==> config.mk <==
export PLATFORM = sky130hd
export DESIGN_NAME = freq_meter
export DESIGN_NICKNAME = d
export VERILOG_FILES = /design/src/rtl/freq_meter.sv
export SDC_FILE = /design/constraint.sdc
export NUM_CORES = 1
export LEC_CHECK = 0
export CAP_MARGIN = 20
export CORE_AREA = 2 2 103 95
export CTS_CLUSTER_SIZE = 25
export DETAILED_ROUTE_END_ITERATION = 12
export DIE_AREA = 0 0 105 97
export PLACE_DENSITY_LB_ADDON = 0.25
export SETUP_SLACK_MARGIN = 0.1
export SLEW_MARGIN = 25
export SYNTH_ARGS = -nofsm -noshare
export SYNTH_HDL_FRONTEND = slang
export SYNTH_SLANG_ARGS = --single-unit
==> constraint.sdc <==
create_clock -name clk -period 5.2 [get_ports clk]
set_clock_uncertainty 0.1 [all_clocks]
set_input_delay 1.04 -clock clk [delete_from_list [all_inputs] [get_ports clk]]
set_output_delay 1.04 -clock clk [all_outputs]
set_load 0.05 [all_outputs]
==> src/rtl/freq_meter.sv <==
// Period / high-time meter for a slow signal sampled on the system clock.
// Results use a valid/ready handshake and carry sticky overrun and no-edge timeout flags.
module freq_meter #(
   parameter int CNT_W   = 27,
   parameter int TIMEOUT = 120000000
) (
   input  logic             clk,
   input  logic             rst,
   input  logic             en,
   input  logic             sig_in,
   output logic [CNT_W-1:0] period,
   output logic [CNT_W-1:0] high_time,
   output logic             valid,
   input  logic             ready,
   output logic             overrun,
   input  logic             clr_ovr,
   output logic             timeout,
   output logic             busy
);

   typedef enum logic [0:0] {
      ARM  = 1'b0,
      MEAS = 1'b1
   } state_t;

   localparam logic [CNT_W-1:0] TMO_LAST = CNT_W'(TIMEOUT - 1);
   localparam logic [CNT_W-1:0] CNT_ONE  = CNT_W'(1);

   state_t           state;
   state_t           state_nxt;
   logic             s1;
   logic             s2;
   logic             s3;
   logic             rise;
   logic [CNT_W-1:0] period_cnt;
   logic [CNT_W-1:0] high_cnt;
   logic [CNT_W-1:0] period_cnt_nxt;
   logic [CNT_W-1:0] high_cnt_nxt;
   logic             capture;
   logic             tmo_hit;

   assign rise = s2 & ~s3;
   assign busy = (state == MEAS);

   // Two-flop synchronizer plus one delay stage for edge detection
   always_ff @(posedge clk or posedge rst) begin
      if (rst) begin
         s1 <= 1'b0;
         s2 <= 1'b0;
         s3 <= 1'b0;
      end else begin
         s1 <= sig_in;
         s2 <= s1;
         s3 <= s2;
      end
   end

   // State and counter registers
   always_ff @(posedge clk or posedge rst) begin
      if (rst) begin
         state      <= ARM;
         period_cnt <= '0;
         high_cnt   <= '0;
      end else begin
         state      <= state_nxt;
         period_cnt <= period_cnt_nxt;
         high_cnt   <= high_cnt_nxt;
      end
   end

   // Next state, counter updates, capture and timeout strobes
   always_comb begin
      state_nxt      = state;
      period_cnt_nxt = '0;
      high_cnt_nxt   = '0;
      capture        = 1'b0;
      tmo_hit        = 1'b0;
      if (!en) begin
         state_nxt = ARM;
      end else begin
         case (state)
            ARM: begin
               if (rise) begin
                  state_nxt      = MEAS;
                  period_cnt_nxt = CNT_ONE;
                  high_cnt_nxt   = CNT_ONE;
               end else begin
                  state_nxt = ARM;
               end
            end
            MEAS: begin
               if (rise) begin
                  capture        = 1'b1;
                  period_cnt_nxt = CNT_ONE;
                  high_cnt_nxt   = CNT_ONE;
               end else if (period_cnt == TMO_LAST) begin
                  // The unfinished period is discarded; re-arm on the next edge.
                  tmo_hit   = 1'b1;
                  state_nxt = ARM;
               end else begin
                  period_cnt_nxt = period_cnt + CNT_ONE;
                  high_cnt_nxt   = high_cnt + {{(CNT_W-1){1'b0}}, s2};
               end
            end
            default: begin
               state_nxt = ARM;
            end
         endcase
      end
   end

   // Result registers and handshake
   always_ff @(posedge clk or posedge rst) begin
      if (rst) begin
         period    <= '0;
         high_time <= '0;
         valid     <= 1'b0;
      end else if (capture) begin
         period    <= period_cnt;
         high_time <= high_cnt;
         valid     <= 1'b1;
      end else if (valid && ready) begin
         valid <= 1'b0;
      end else begin
         valid <= valid;
      end
   end

   // Sticky flags: a new overrun beats a simultaneous clear
   always_ff @(posedge clk or posedge rst) begin
      if (rst) begin
         overrun <= 1'b0;
         timeout <= 1'b0;
      end else begin
         if (capture && valid && !ready) begin
            overrun <= 1'b1;
         end else if (clr_ovr) begin
            overrun <= 1'b0;
         end else begin
            overrun <= overrun;
         end
         if (capture) begin
            timeout <= 1'b0;
         end else if (tmo_hit) begin
            timeout <= 1'b1;
         end else begin
            timeout <= timeout;
         end
      end
   end

endmodule

**Word level (Yosys, flattened, before mapping)**

Index checks and enable logic that the tools add are counted.

- Output and inout port bits: 58
- Register bits after elaboration: 115

- Eq/ne operators: 1
- Bitwise gates (word level): 3
- Reductions and logical operators: 7
- Mux-type cells: 26
- Add/sub/neg operators: 2

Operators by type and width:

| operator | number |
|---|---|
| two-way mux 27 bit | 6 |
| one-hot mux 27 bit (2 select lines) | 2 |
| adder 27 x 1 -> 27 bit | 1 |
| adder 27 x 1 -> 27 bit, second input constant | 1 |
| == test 27 bit, second input constant | 1 |
| two-way mux 1 bit | 17 |
| nonzero test 2 bit | 3 |
| logical AND 1 bit | 3 |
| inverter 1 bit | 2 |
| one-hot mux 1 bit (2 select lines) | 1 |
| AND 1 bit | 1 |
| zero test 1 bit | 1 |

**Logic depth before layout (Yosys ltp)**

- Depth after elaboration: 8
- Depth in mapped cells: 7
- Mapped depth without buffers: 7

**Least setup slack after synthesis**

No wires, ideal clock.

- Path kind: input port to flip-flop
- From: in en
- To: reg high_time[0]
- Cell stages on the path: 3
- Library setup time: 125 ps
- Path slack: 3,045 ps
- Path buffers: 1
- Required time: 4,975 ps
- Data arrival time: 1,930 ps
- Cells stage by stage: nand4b_1 clkbuf_1 mux2_2

- Word-level cells in the longest chain between the ends: 1

RTL lines:

| what | line | source |
|---|---|---|
| start, declared | 9 | `input logic en,` |
| two-way mux 1 bit | 78 | `if (!en) begin` |
| end signal, assigned | 120 | `high_time <= high_cnt;` |
| end, declared | 12 | `output logic [CNT_W-1:0] high_time,` |

No other way between the ends.
A chain may end at the register's enable or synchronous reset.

**Worst setup path after layout**

- From: reg state (netlist: busy)
- To: out busy

RTL lines:

| what | line | source |
|---|---|---|
| start, declared | 29 | `state_t state;` |
| start signal, assigned | 65 | `state <= state_nxt;` |
| end, declared | 18 | `output logic busy` |

No word-level cell between the ends.

==> flow_metrics.py <==
metrics = {
    "final_layout": {
        "nets": 499,
        "area_growth_pct": 28.2,
        "stdcell_count": 625,
        "antennaDiodeCount": 0,
        "n_fill_cell": 682,
        "multi_input_area_um2": 1980,
        "post-route-util_pct": 70.5,
        "regArea_um2": 2880,
        "drive_above_1_share_pct": 19.1,
        "final_design_area_no_fill_um2": 6350,
    },
    "worst_setup_path": {
        "cp_max_fo": 5,
        "worstPathArrival_ps": 1740,
        "max_stage_delay_ps": 830,
        "path_buf_inv": 1,
        "worstPathCellList": "clkdlybuf4s50_1",
        "worstSetupStartpoint": "busy",
        "crit_type": "flop to primary output",
        "endpoint_kind": "primary output",
        "rr_startpoint": "period_cnt[0]",
        "cp_slowest_cell": "clkdlybuf4s50_1",
        "crit_required_ps": 4060,
        "critPathLaunchType": "flop",
        "critPathTopFamily": "buffers and inverters",
    },
    "synthesis": {
        "ys_warn_count": 0,
        "mappedNetlistArea_um2": 4950,
        "synth.distinct_cells": 34,
        "synthTopCellsByArea": "dfrtp_1 (58%), mux2_2 (12%), xor2_1 (4.8%), nor2_1 (4.6%), xnor2_1 (3.5%)",
        "synth_top_area_share_pct": 58.2,
        "seq_area_frac_synth_pct": 58.2,
        "syn_nets": 428,
        "synthArstFlopShare_pct": 100,
        "yosysTopAreaCell": "dfrtp_1",
        "synth-main-ff-cell": "dfrtp_1",
        "syn_inst": 419,
        "synth-edff-count": 0,
        "avgSynthCellArea_um2": 11.8,
        "synth-seq-cells": 115,
    },
    "timing": {
        "tns_ps": 0,
        "period_share_pct": 55.4,
        "rsz0062_at_grt": "false",
        "setup_viol": 0,
        "relSlewSlack_pct": 47.2,
        "fin_crit_ps": 2880,
        "hold_viol_final": 0,
        "setup_ws_ps": 2320,
        "holdWs_ps": 258,
        "fmax_mhz": 347,
        "tightestPinTransition_ps": 785,
        "slew_viol_final": 0,
    },
    "routing": {
        "detail_route.drc_violations": 0,
        "first_iter_violations": 136,
        "vias": 3439,
        "ant_nets": 0,
        "wl_per_cell_um": 15.6,
        "viasPerCell": 5.50,
        "wl_um": 9760,
        "dr.pass1.iters": 5,
    },
    "placed_design": {
        "gp_congestion": 0.872,
        "portBuffers": 63,
        "pre_cts_slack_ps": 2150,
        "placed_cells": 593,
        "dp_hpwl_um": 6290,
        "post_dp_cell_area_um2": 5700,
    },
    "pwr": {
        "powerDensity_nw_per_um2": 352,
        "ir_drop_uv": 317,
        "p_leak_nw": 2.81,
        "total_power_mw": 2.23,
    },
    "floorplanning": {
        "core_area_um2": 9000,
        "die_w_um": 105,
        "rows": 33,
        "pin_count": 64,
        "die_h_um": 97,
        "die_area_um2": 10200,
        "start_util_pct": 55.0,
    },
    "clocking": {
        "cts_resized": 0,
        "holdBufCountCts": 0,
        "cts_sinks": 115,
        "numCtsBuffers": 17,
        "cts_root_buf": "clkbuf_8",
        "tritoncts": "done",
        "clk_pin_slew_worst_paths_ps": 60,
        "cts_setup_buffers": 0,
        "clk_path_buf_depth": 2,
        "clk_latency_ps": 500,
        "h-tree-depth": 4,
    },
    "global_route": {
        "grt_pass1_wl_um": 16900,
        "antenna_found_initial": 0,
        "grt_usage_pct": 20.8,
        "grt_pass1_vias": 3474,
        "grt.overflow.total": 0,
        "grt_max_degree": 61,
    },
    "run_status": {
        "status": "completed",
    },
    "hold_path": {
        "worstHoldStart": "s1",
        "hold_class": "flop to flop",
    },
    "job": {
        "maxCapViolations": 0,
    },
}
-- kinds of logic (layout without fill, tap and decap cells) --
logic type / Yosys count / in the layout / share of synthesized area [%]
flops: 115 / 115 / 58.2
simple gates: 167 / 167 / 17.6
mux: 52 / 52 / 11.8
xor+xnor: 47 / 47 / 8.32
fa+ha+maj: 3 / 3 / 0.759
compound gates: 13 / 13 / 1.37
buf+inv: 22 / 106 / 1.92
-- cells in the final DEF, fill, tap and decap left out --
cell,instances
nand4_1,16
nand3b_1,1
clkinv_4,1
nor4bb_1,1
o22ai_1,1
and2_1,2
ha_1,3
nor4_2,5
o21ai_1,1
xnor2_1,20
and4_1,3
nand2b_1,1
clkbuf_8,5
clkbuf_1,2
a31oi_1,1
o21ai_0,7
nor3_1,6
buf_4,4
nor4_4,1
inv_4,1
nor4b_2,1
dfrtp_1,115
xor2_1,27
nand2_1,25
or2_2,1
nand4_2,1
nor4_1,4
clkdlybuf4s50_1,63
nand4b_1,2
nand3_1,26
or3_1,2
inv_1,6
nor4b_1,1
clkinv_2,3
nor2_1,60
bufinv_16,5
and3_1,8
a21oi_1,3
clkbuf_16,16
mux2_2,52
-- cell usage after synthesis, types with 4 or more instances --
| cell type | instances |
|---|---|
| dfrtp_1 | 115 |
| nor2_1 | 60 |
| mux2_2 | 52 |
| xor2_1 | 27 |
| nand3_1 | 26 |
| nand2_1 | 25 |
| xnor2_1 | 20 |
| nand4_1 | 16 |
| clkbuf_1 | 10 |
| and3_1 | 8 |
| inv_1 | 7 |
| o21ai_0 | 7 |
| nor3_1 | 6 |
| nor4_2 | 5 |
| buf_2 | 4 |
| nor4_1 | 4 |
-- final timing paths --
| path | to | slack, ps | cells after the start |
|---|---|---|---|
| setup / recovery | busy | 2320 | 1 |
| hold / removal | s2 | 260 | 0 |
| setup reg to reg | high_cnt[26] | 2390 | 7 |
| hold reg to reg | s2 | 260 | 0 |
| max in group asynchronous | period_cnt[17] | 3240 | 3 |
| min in group asynchronous | high_time[13] | 840 | 2 |
-- layout make-up --
| class | instances | area share (%) |
|---|---|---|
| Sequential cell | 115 | 45.3 |
| Multi-Input combinational cell | 282 | 31.1 |
| Timing Repair Buffer | 67 | 10.4 |
| Clock buffer | 23 | 7.51 |
| Clock inverter | 9 | 2.74 |
| Tap cell | 122 | 2.41 |
| Inverter | 7 | 0.453 |
-- metal layers --
| metal | GRT usage, % | up-vias | part of all wire [%] |
|---|---|---|---|
| met2 | 33.6 | 106 | 49 |
| met3 | 5.39 | 14 | 5.1 |
| li1 | - | 1599 | - |
| met5 | 0 | - | 0 |
| met4 | 8.00 | 0 | 1.3 |
| met1 | 26.9 | 1720 | 44 |
-- power by group --
group	switching [mW]	leakage [nW]	internal, mW
Combinational	0.0466	0.890	0.0184
Sequential	0.00479	1.60	0.902
Clock	0.386	0.322	0.876
-- state kept, by name (all words and copies together) (netlist names) --
name and cells:
busy 1, s2 1, s3 1, valid 1, high_time 27, overrun 1, period 27, period_cnt 27
high_cnt 27, s1 1, timeout 1
(Power assumes the default switching activity.)
